`src/rtl/quad_decoder.sv`:
```
// -----------------------------------------------------------------------------
// quad_decoder
//   Quadrature encoder decoder with sub-step (detent) accumulation and a
//   wrapping or saturating position counter.
//
//   Parameters
//     WIDTH   : position counter width in bits
//     DETENT  : quarter-steps per reported step (1, 2 or 4)
//     WRAP    : 1 = position wraps modulo 2^WIDTH, 0 = position saturates
//     MAX_POS : upper saturation limit (only meaningful when WRAP = 0)
//
//   Ports
//     clk      : clock, all state changes on the rising edge
//     rst_n    : asynchronous active-low reset
//     a_in     : encoder channel A level (already debounced, clk-synchronous)
//     b_in     : encoder channel B level (already debounced, clk-synchronous)
//     clr      : synchronous clear of position and sub-step accumulator
//     position : current unsigned position
//     step     : one-cycle pulse in the cycle position changes
//     dir      : direction of the most recent step (1 = forward)
//     err      : one-cycle pulse on a double AB transition
// -----------------------------------------------------------------------------
module quad_decoder #(
  parameter int               WIDTH   = 8,
  parameter int               DETENT  = 4,
  parameter int               WRAP    = 1,
  parameter logic [WIDTH-1:0] MAX_POS = {WIDTH{1'b1}}
) (
  input  logic             clk,
  input  logic             rst_n,
  input  logic             a_in,
  input  logic             b_in,
  input  logic             clr,
  output logic [WIDTH-1:0] position,
  output logic             step,
  output logic             dir,
  output logic             err
);

  typedef enum logic {ST_INIT, ST_TRACK} state_t;

  // Four signed bits cover the transient +/-DETENT value for DETENT <= 4.
  localparam logic signed [3:0] DET_P = 4'(DETENT);
  localparam logic signed [3:0] DET_N = -DET_P;

  state_t            state_q, state_d;
  logic [1:0]        ab_cur_q, ab_cur_d;
  logic [1:0]        ab_prev_q, ab_prev_d;
  logic signed [3:0] sub_q, sub_d;
  logic [WIDTH-1:0]  position_q, position_d;
  logic              step_q, step_d;
  logic              dir_q, dir_d;
  logic              err_q, err_d;

  logic              quarter_fwd, quarter_rev, quarter_dbl;
  logic              step_fwd, step_rev;
  logic signed [3:0] sub_inc, sub_dec;

  always_comb begin
    state_d   = ST_TRACK;
    ab_cur_d  = {a_in, b_in};
    // While in INIT, ab_prev takes the level ab_cur is capturing this edge,
    // so the first comparison in TRACK is against the live level and a
    // non-00 AB at reset release decodes as "no change".
    ab_prev_d = (state_q == ST_INIT) ? ab_cur_d : ab_cur_q;

    quarter_fwd = 1'b0;
    quarter_rev = 1'b0;
    quarter_dbl = 1'b0;
    if (state_q == ST_TRACK) begin
      case ({ab_prev_q, ab_cur_q})
        4'b00_10, 4'b10_11, 4'b11_01, 4'b01_00: quarter_fwd = 1'b1;
        4'b10_00, 4'b11_10, 4'b01_11, 4'b00_01: quarter_rev = 1'b1;
        4'b00_11, 4'b11_00, 4'b10_01, 4'b01_10: quarter_dbl = 1'b1;
        default: ;
      endcase
    end

    sub_inc  = sub_q + 4'sd1;
    sub_dec  = sub_q - 4'sd1;
    sub_d    = sub_q;
    step_fwd = 1'b0;
    step_rev = 1'b0;
    if (quarter_fwd) begin
      if (sub_inc == DET_P) begin
        sub_d    = 4'sd0;
        step_fwd = 1'b1;
      end else begin
        sub_d = sub_inc;
      end
    end else if (quarter_rev) begin
      if (sub_dec == DET_N) begin
        sub_d    = 4'sd0;
        step_rev = 1'b1;
      end else begin
        sub_d = sub_dec;
      end
    end

    position_d = position_q;
    step_d     = 1'b0;
    dir_d      = dir_q;
    err_d      = quarter_dbl;

    // dir follows every issued step, even one blocked by saturation.
    if (step_fwd) begin
      dir_d = 1'b1;
      if ((WRAP != 0) || (position_q != MAX_POS)) begin
        position_d = position_q + WIDTH'(1);
        step_d     = 1'b1;
      end
    end
    if (step_rev) begin
      dir_d = 1'b0;
      if ((WRAP != 0) || (position_q != '0)) begin
        position_d = position_q - WIDTH'(1);
        step_d     = 1'b1;
      end
    end

    // Clear wins over a simultaneous step; err, dir and AB tracking continue.
    if (clr) begin
      position_d = '0;
      sub_d      = 4'sd0;
      step_d     = 1'b0;
    end
  end

  always_ff @(posedge clk or negedge rst_n) begin
    if (!rst_n) begin
      state_q    <= ST_INIT;
      ab_cur_q   <= 2'b00;
      ab_prev_q  <= 2'b00;
      sub_q      <= 4'sd0;
      position_q <= '0;
      step_q     <= 1'b0;
      dir_q      <= 1'b0;
      err_q      <= 1'b0;
    end else begin
      state_q    <= state_d;
      ab_cur_q   <= ab_cur_d;
      ab_prev_q  <= ab_prev_d;
      sub_q      <= sub_d;
      position_q <= position_d;
      step_q     <= step_d;
      dir_q      <= dir_d;
      err_q      <= err_d;
    end
  end

  assign position = position_q;
  assign step     = step_q;
  assign dir      = dir_q;
  assign err      = err_q;

endmodule

```
`config.mk`:
```
export PLATFORM = sky130hd
export DESIGN_NAME = quad_decoder
export DESIGN_NICKNAME = d
export VERILOG_FILES = /design/src/rtl/quad_decoder.sv
export SDC_FILE = /design/constraint.sdc
export NUM_CORES = 1
export LEC_CHECK = 0
export CORE_MARGIN = 5
export CORE_UTILIZATION = 39
export DETAILED_ROUTE_END_ITERATION = 16
export PLACE_DENSITY = 0.72
export SLEW_MARGIN = 0
export SYNTH_ARGS = -nofsm -noshare
export SYNTH_HDL_FRONTEND = slang
export SYNTH_SLANG_ARGS = --single-unit
```
`constraint.sdc`:
```
create_clock -name clk -period 2.89 [get_ports clk]
set_clock_uncertainty 0.15 [all_clocks]
set_input_delay 0.4335 -clock clk [delete_from_list [all_inputs] [get_ports clk]]
set_output_delay 0.4335 -clock clk [all_outputs]
set_load 0.05 [all_outputs]
```
==> results_dict.tcl, run 1 <==
set metrics [dict create \
    yosys.area_share.xor_xnor 0.07518 \
    ff_latch_area_um2 500.5 \
    comb_power_share 0.292 \
    period_needed_ns 2.751 \
    fmax_mhz 363.5 \
    power.density_nw_per_um2 394.5 \
    first_global_vias 1141 \
    coreArea_um2 3390 \
    place_congestion 0.7997 \
    cp.required_ns 2.94 \
    cts_root_buffer "clkbuf_4" \
    ys_types 48 \
    syn_avg_cell_area_um2 9.797 \
    synthesis.area_um2 1381 \
    synth_fp_nets 156 \
    drcViolationCount 0 \
    layout_common_cells "dfrtp_1 (20), clkdlybuf4s50_1 (15), nor2_1 (11), a21oi_1 (11), buf_4 (9)" \
    synth.top_cell.area_share 0.3623 \
    fin_util 0.5102 \
    setup_ws_ns 0.1388 \
    syn2layout_area_growth_pct 25.18 \
    overflow 0 \
    num_antenna_cells 0 \
    slew_headroom 0.6651 \
    clkPwrFrac 0.245 \
    synth_edf_count 0 \
    multi_input_area_um2 903.4 \
    die_w_um 69.52 \
    grt_pass1_wl_mm 5.133 \
    fin_hold_ws_ns 0.2895 \
    synth_top_family_by_area "compound AO/OA/AOI/OAI gates" \
    fin_crit_sh 0.9520 \
    pin_count 16 \
    cts.path.max_buffers 2 \
    synth-adder-area-share 0.09601 \
    p_sw_frac 0.3234 \
    synth_flop_cell "dfrtp_1" \
    num-fill-cells 319 \
    drive_gt1_frac 0.1890 \
    postSynthCellCount 141 \
    synth_seq_cells 20 \
    synth_top_cell_by_area "dfrtp_1" \
    internal_power_mw 0.4615 \
    synth.top_cells.by_area "dfrtp_1 (36%), ha_1 (8.2%), a21oi_1 (4.0%)" \
    setup_total_negative_slack_ns 0 \
    p_leak_nw 0.7347 \
    worstPathCellList "buf_4, o21a_1, o21a_1, o21ai_4, inv_4, buf_4, ha_1, o21a_1, o21ai_2, a21oi_1, a311o_1" \
    dp_slack_ns 0.05514 \
    clock_latency_ns 0.31 \
    setup_viol 0 \
    crit_path_max_incr_delay_ns 0.43 \
    yosysSeqAreaShare 0.3623 \
    arrival_ns 2.80 \
    ys_warn_count 0 \
    dieArea_um2 4832 \
    cp-start-kind "flop" \
    drv_slew 0 \
    critPathKind "reg2reg" \
    worstPathMaxFanout 9 \
    synth_mux_area_frac 0.03804 \
    dieHeight_um 69.52 \
    cts_max_level 1 \
    cts_tree "done" \
    outcome "complete, no violations" \
    wl_mm 3.103 \
    post_drt_wl_per_cell_um 14.78 \
    final_hold_viol_count 0 \
    async_flop_share 1.000 \
    clk_pin_slew_ns 0.12 \
    grt_max_degree 21 \
    post-dp-hpwl_mm 2.254 \
    drt-initial-drc-count 95 \
    portBuffers 15 \
    seq_power_share 0.463 \
    grt_util_all_layers 0.1262 \
    switching_power_mw 0.2206 \
    ir_drop_mv 0.2441 \
    drv_cap 0 \
    clock_sinks 20 \
    endpoint_kind "flop" \
    final_common_cell "dfrtp_1" \
    rows 21 \
    rsz0062_at_grt "false" \
    layout.nets 180 \
    post_cts_buffers 0 \
    dr_total_vias 1176 \
    worstMarginPinSlew_ns 0.5008 \
    yosys.area_share.simple 0.1866 \
    initial_core_util 0.4075 \
    synth_compound_area_frac 0.2020 \
    tritoncts.num_buffers 3 \
    crit_top_cell "o21a_1" \
    min_path_type "in2async" \
    via_per_inst 5.600 \
    antenna_found_initial 0 \
    crit_slowest_cell "dfrtp_1" \
    dr.pass1.iters 4 \
    ant_nets 0 \
]
[final cells by class]
cell class,count,area share
multi-input cells,113,0.5224
flip-flops and latches,20,0.2894
repair buffers,24,0.1259
well taps,46,0.03329
clock buffers,4,0.02098
inverters,3,0.007959
[critical path: cells and delay by family, from the launching register on]
kind | cells | cell delay, ns
AOI/OAI and AO/OA | 7 | 1.29
adders and majority gates | 1 | 0.32
DFF | 1 | 0.43
buffers and inverters | 3 | 0.46
[stage by stage]
step / total power, mW / cell area [µm²] / instances
global placement: 0.5048 / 1627 / 206
detailed placement: 0.5138 / 1627 / 206
floorplan: 0.4533 / 1389 / 141
finish: 0.6821 / 1729 / 210
global route: 0.7239 / 1729 / 210
CTS: 0.6834 / 1663 / 210
[metal layers]
| metal | global-route usage | vias up | part of all wire |
|---|---|---|---|
| met5 | 0 | - | 0 |
| met3 | 0.02464 | 5 | 0.034 |
| met2 | 0.2203 | 22 | 0.51 |
| li1 | - | 572 | - |
| met1 | 0.1555 | 577 | 0.44 |
| met4 | 0.03905 | 0 | 0.012 |
[synthesized netlist by cell type, drive strengths merged, types with 3 or more instances]
cell type,n
dfrtp,20
a21oi,11
nor2,11
o21ai,11
ha,9
nand3,6
xor2,6
nor3,5
xnor2,5
buf,4
nand2,4
nand4b,4
o21a,4
a211oi,3
and3,3
inv,3
mux2i,3
o31ai,3
[logic make-up (layout without fill, tap and decap cells)]
family	after synthesis	after routing
flops	20	20
fa+ha+maj	10	10
buf+inv	8	31
xor+xnor	11	11
other cells	1	1
simple gates	43	43
compound gates	43	43
mux	5	5
[state kept, by name, summed over array words and instances (netlist names)]
| register | cells |
|---|---|
| position | 8 |
| sub_q | 4 |
| ab_cur_q | 2 |
| ab_prev_q | 2 |
| dir | 1 |
| err | 1 |
| state_q | 1 |
| step | 1 |
[power groups by stage]
stage / clock [mW] / combinational, mW / sequential, mW
floorplan: 0 / 0.116 / 0.337
global placement: 0 / 0.185 / 0.320
detailed placement: 0 / 0.193 / 0.321
CTS: 0.173 / 0.195 / 0.315
global route: 0.186 / 0.219 / 0.319
finish: 0.167 / 0.199 / 0.316
[final timing paths]
check	start	to	slack [ns]	depth (start not counted)
min reg2reg	dir	dir	0.37	2
min in group clk	dir	dir	0.37	2
max reg2reg	sub_q[0]	position[7]	0.14	11
max	sub_q[0]	position[7]	0.14	11
max in group asynchronous	rst_n	position[7]	2.09	2
min	rst_n	ab_cur_q[1]	0.29	2
[repair_timing]
| action | 4_1_cts | 5_1_grt |
|---|---|---|
| setup endpoints to repair | 0 | 2 |
| gates resized for setup | 0 | 10 |
| hold buffers | 0 | 0 |
| hold endpoints to repair | 0 | 0 |
(Power assumes the default switching activity.)
==> inputs of run 2 (changes only) <==
Settings changed: CORE_ASPECT_RATIO set to 1.25, HOLD_SLACK_MARGIN set to 0.12.
==> results_dict.tcl, run 2 (synthesis gave the netlist of run 1 again) <==
set metrics [dict create \
    grt_util_all_layers 0.1260 \
    coreArea_um2 3453 \
    via_per_inst 5.660 \
    dieArea_um2 4840 \
    cts_root_buffer "clkbuf_8" \
    endpoint "position[7]" \
    setup_ws_ns 0.08590 \
    rr_endpoint "position[7]" \
    layout.nets 181 \
    place_inst 198 \
    cts_hold_buf 0 \
    worstPathMaxFanout 7 \
    first_global_vias 1139 \
    grt_max_degree 21 \
    worstReg2RegStart "sub_q[0]" \
    place_congestion 0.8228 \
    ff_latch_area_um2 500.5 \
    fmax_mhz 356.6 \
    clock_sinks 20 \
    dr.pass1.iters 4 \
    multi_input_area_um2 895.9 \
    dr_total_vias 1149 \
    cp-start-kind "flop" \
    cts.path.max_buffers 2 \
    ir_drop_mv 0.2810 \
    worstMarginPinSlew_ns 0.8941 \
    drv_slew 0 \
    portBuffers 15 \
    cts_tree "done" \
    cp.required_ns 2.88 \
    period_needed_ns 2.804 \
    slew_headroom 0.4021 \
    initial_core_util 0.4000 \
    num_antenna_cells 0 \
    critPathLaunch "sub_q[0]" \
    post-dp-hpwl_mm 2.256 \
    power.density_nw_per_um2 401.2 \
    setup_viol 0 \
    setup_total_negative_slack_ns 0 \
    wl_mm 2.970 \
    drive_gt1_frac 0.1890 \
    critPathKind "reg2reg" \
    outcome "complete, no violations" \
    grt_pass1_wl_mm 5.023 \
    ant_nets 0 \
    fin_crit_sh 0.9703 \
    dp_slack_ns 0.04278 \
    tritoncts.num_buffers 3 \
    cts_max_level 1 \
    antenna_found_initial 0 \
    min_path_type "reg2reg" \
    final_hold_viol_count 0 \
    die_w_um 63.23 \
    drcViolationCount 0 \
    drt-initial-drc-count 79 \
    arrival_ns 2.80 \
    endpoint_kind "flop" \
    post_drt_wl_per_cell_um 14.63 \
    largest_reg_flops 8 \
    overflow 0 \
    p_total_mw 0.6933 \
    rr_worst_depth 11 \
    num-fill-cells 319 \
    dieHeight_um 76.54 \
    r2r_slack_ns 0.09 \
    clk_pin_slew_ns 0.07 \
    stdcell_count 203 \
    pin_count 16 \
    final_common_cell "dfrtp_1" \
    drv_cap 0 \
    rows 24 \
    rsz0062_at_grt "true" \
    syn2layout_area_growth_pct 25.09 \
    clock_latency_ns 0.26 \
    p_leak_nw 0.7441 \
    layout_common_cells "dfrtp_1 (20), clkdlybuf4s50_1 (15), nor2_1 (11), a21oi_1 (11), buf_4 (10)" \
]
==> run 2: repair_timing <==
| item | in CTS | in global routing |
|---|---|---|
| setup buffers | 0 | 2 |
| gates resized for setup | 0 | 11 |
| endpoints found under the setup margin | 0 | 2 |
==> run 2: final cells by class <==
class                   count  area share
inverters                   3    0.009413
repair buffers             25      0.1303
flip-flops and latches     20      0.2896
multi-input cells         113      0.5185
clock buffers               3     0.02390
well taps                  39     0.02824
==> run 2: power by group <==
part           leakage (nW)  switching (mW)  internal, mW
clock                0.0216          0.0889        0.0930
combinational         0.457           0.109        0.0868
sequential            0.265          0.0185         0.297
total                 0.744           0.216         0.477
==> run 2: per-layer routing <==
layer	track usage	wire [µm]	vias to the layer above
met3	0.01770	108	5
met1	0.1468	1254	555
met2	0.2238	1543	21
li1	-	-	568
met5	0	0	-
met4	0.05613	63	0
==> run 2: through the flow <==
step	util	hold WS (ns)	area (µm²)
2_1_floorplan	-	-0.01209	1389
3_3_place_gp	0.4663	0.3360	1610
3_5_place_dp	0.4663	0.3516	1610
4_1_cts	0.4783	0.3677	1652
5_1_grt	0.5004	0.4111	1728
6_report	0.5004	0.3566	1728
==> run 2: worst max-delay path, cell delays in order (launching register included) <==
cell and delay (ns):
dfrtp_1 0.40, buf_4 0.17, o21a_1 0.20, o21a_1 0.23, o21ai_4 0.17, clkinv_4 0.13
ha_1 0.32, a211oi_2 0.30, o211ai_1 0.14, o21ai_2 0.10, a21oi_1 0.06, a311o_1 0.32
==> run 2: worst min-delay path by stage <==
stage                     start           to  cells past startpoint
after detailed placement    dir          dir                      2
after global routing        dir          dir                      2
after floorplan           rst_n  ab_cur_q[0]                      0
after CTS                   dir          dir                      2
final                       dir          dir                      2
after global placement      dir          dir                      2
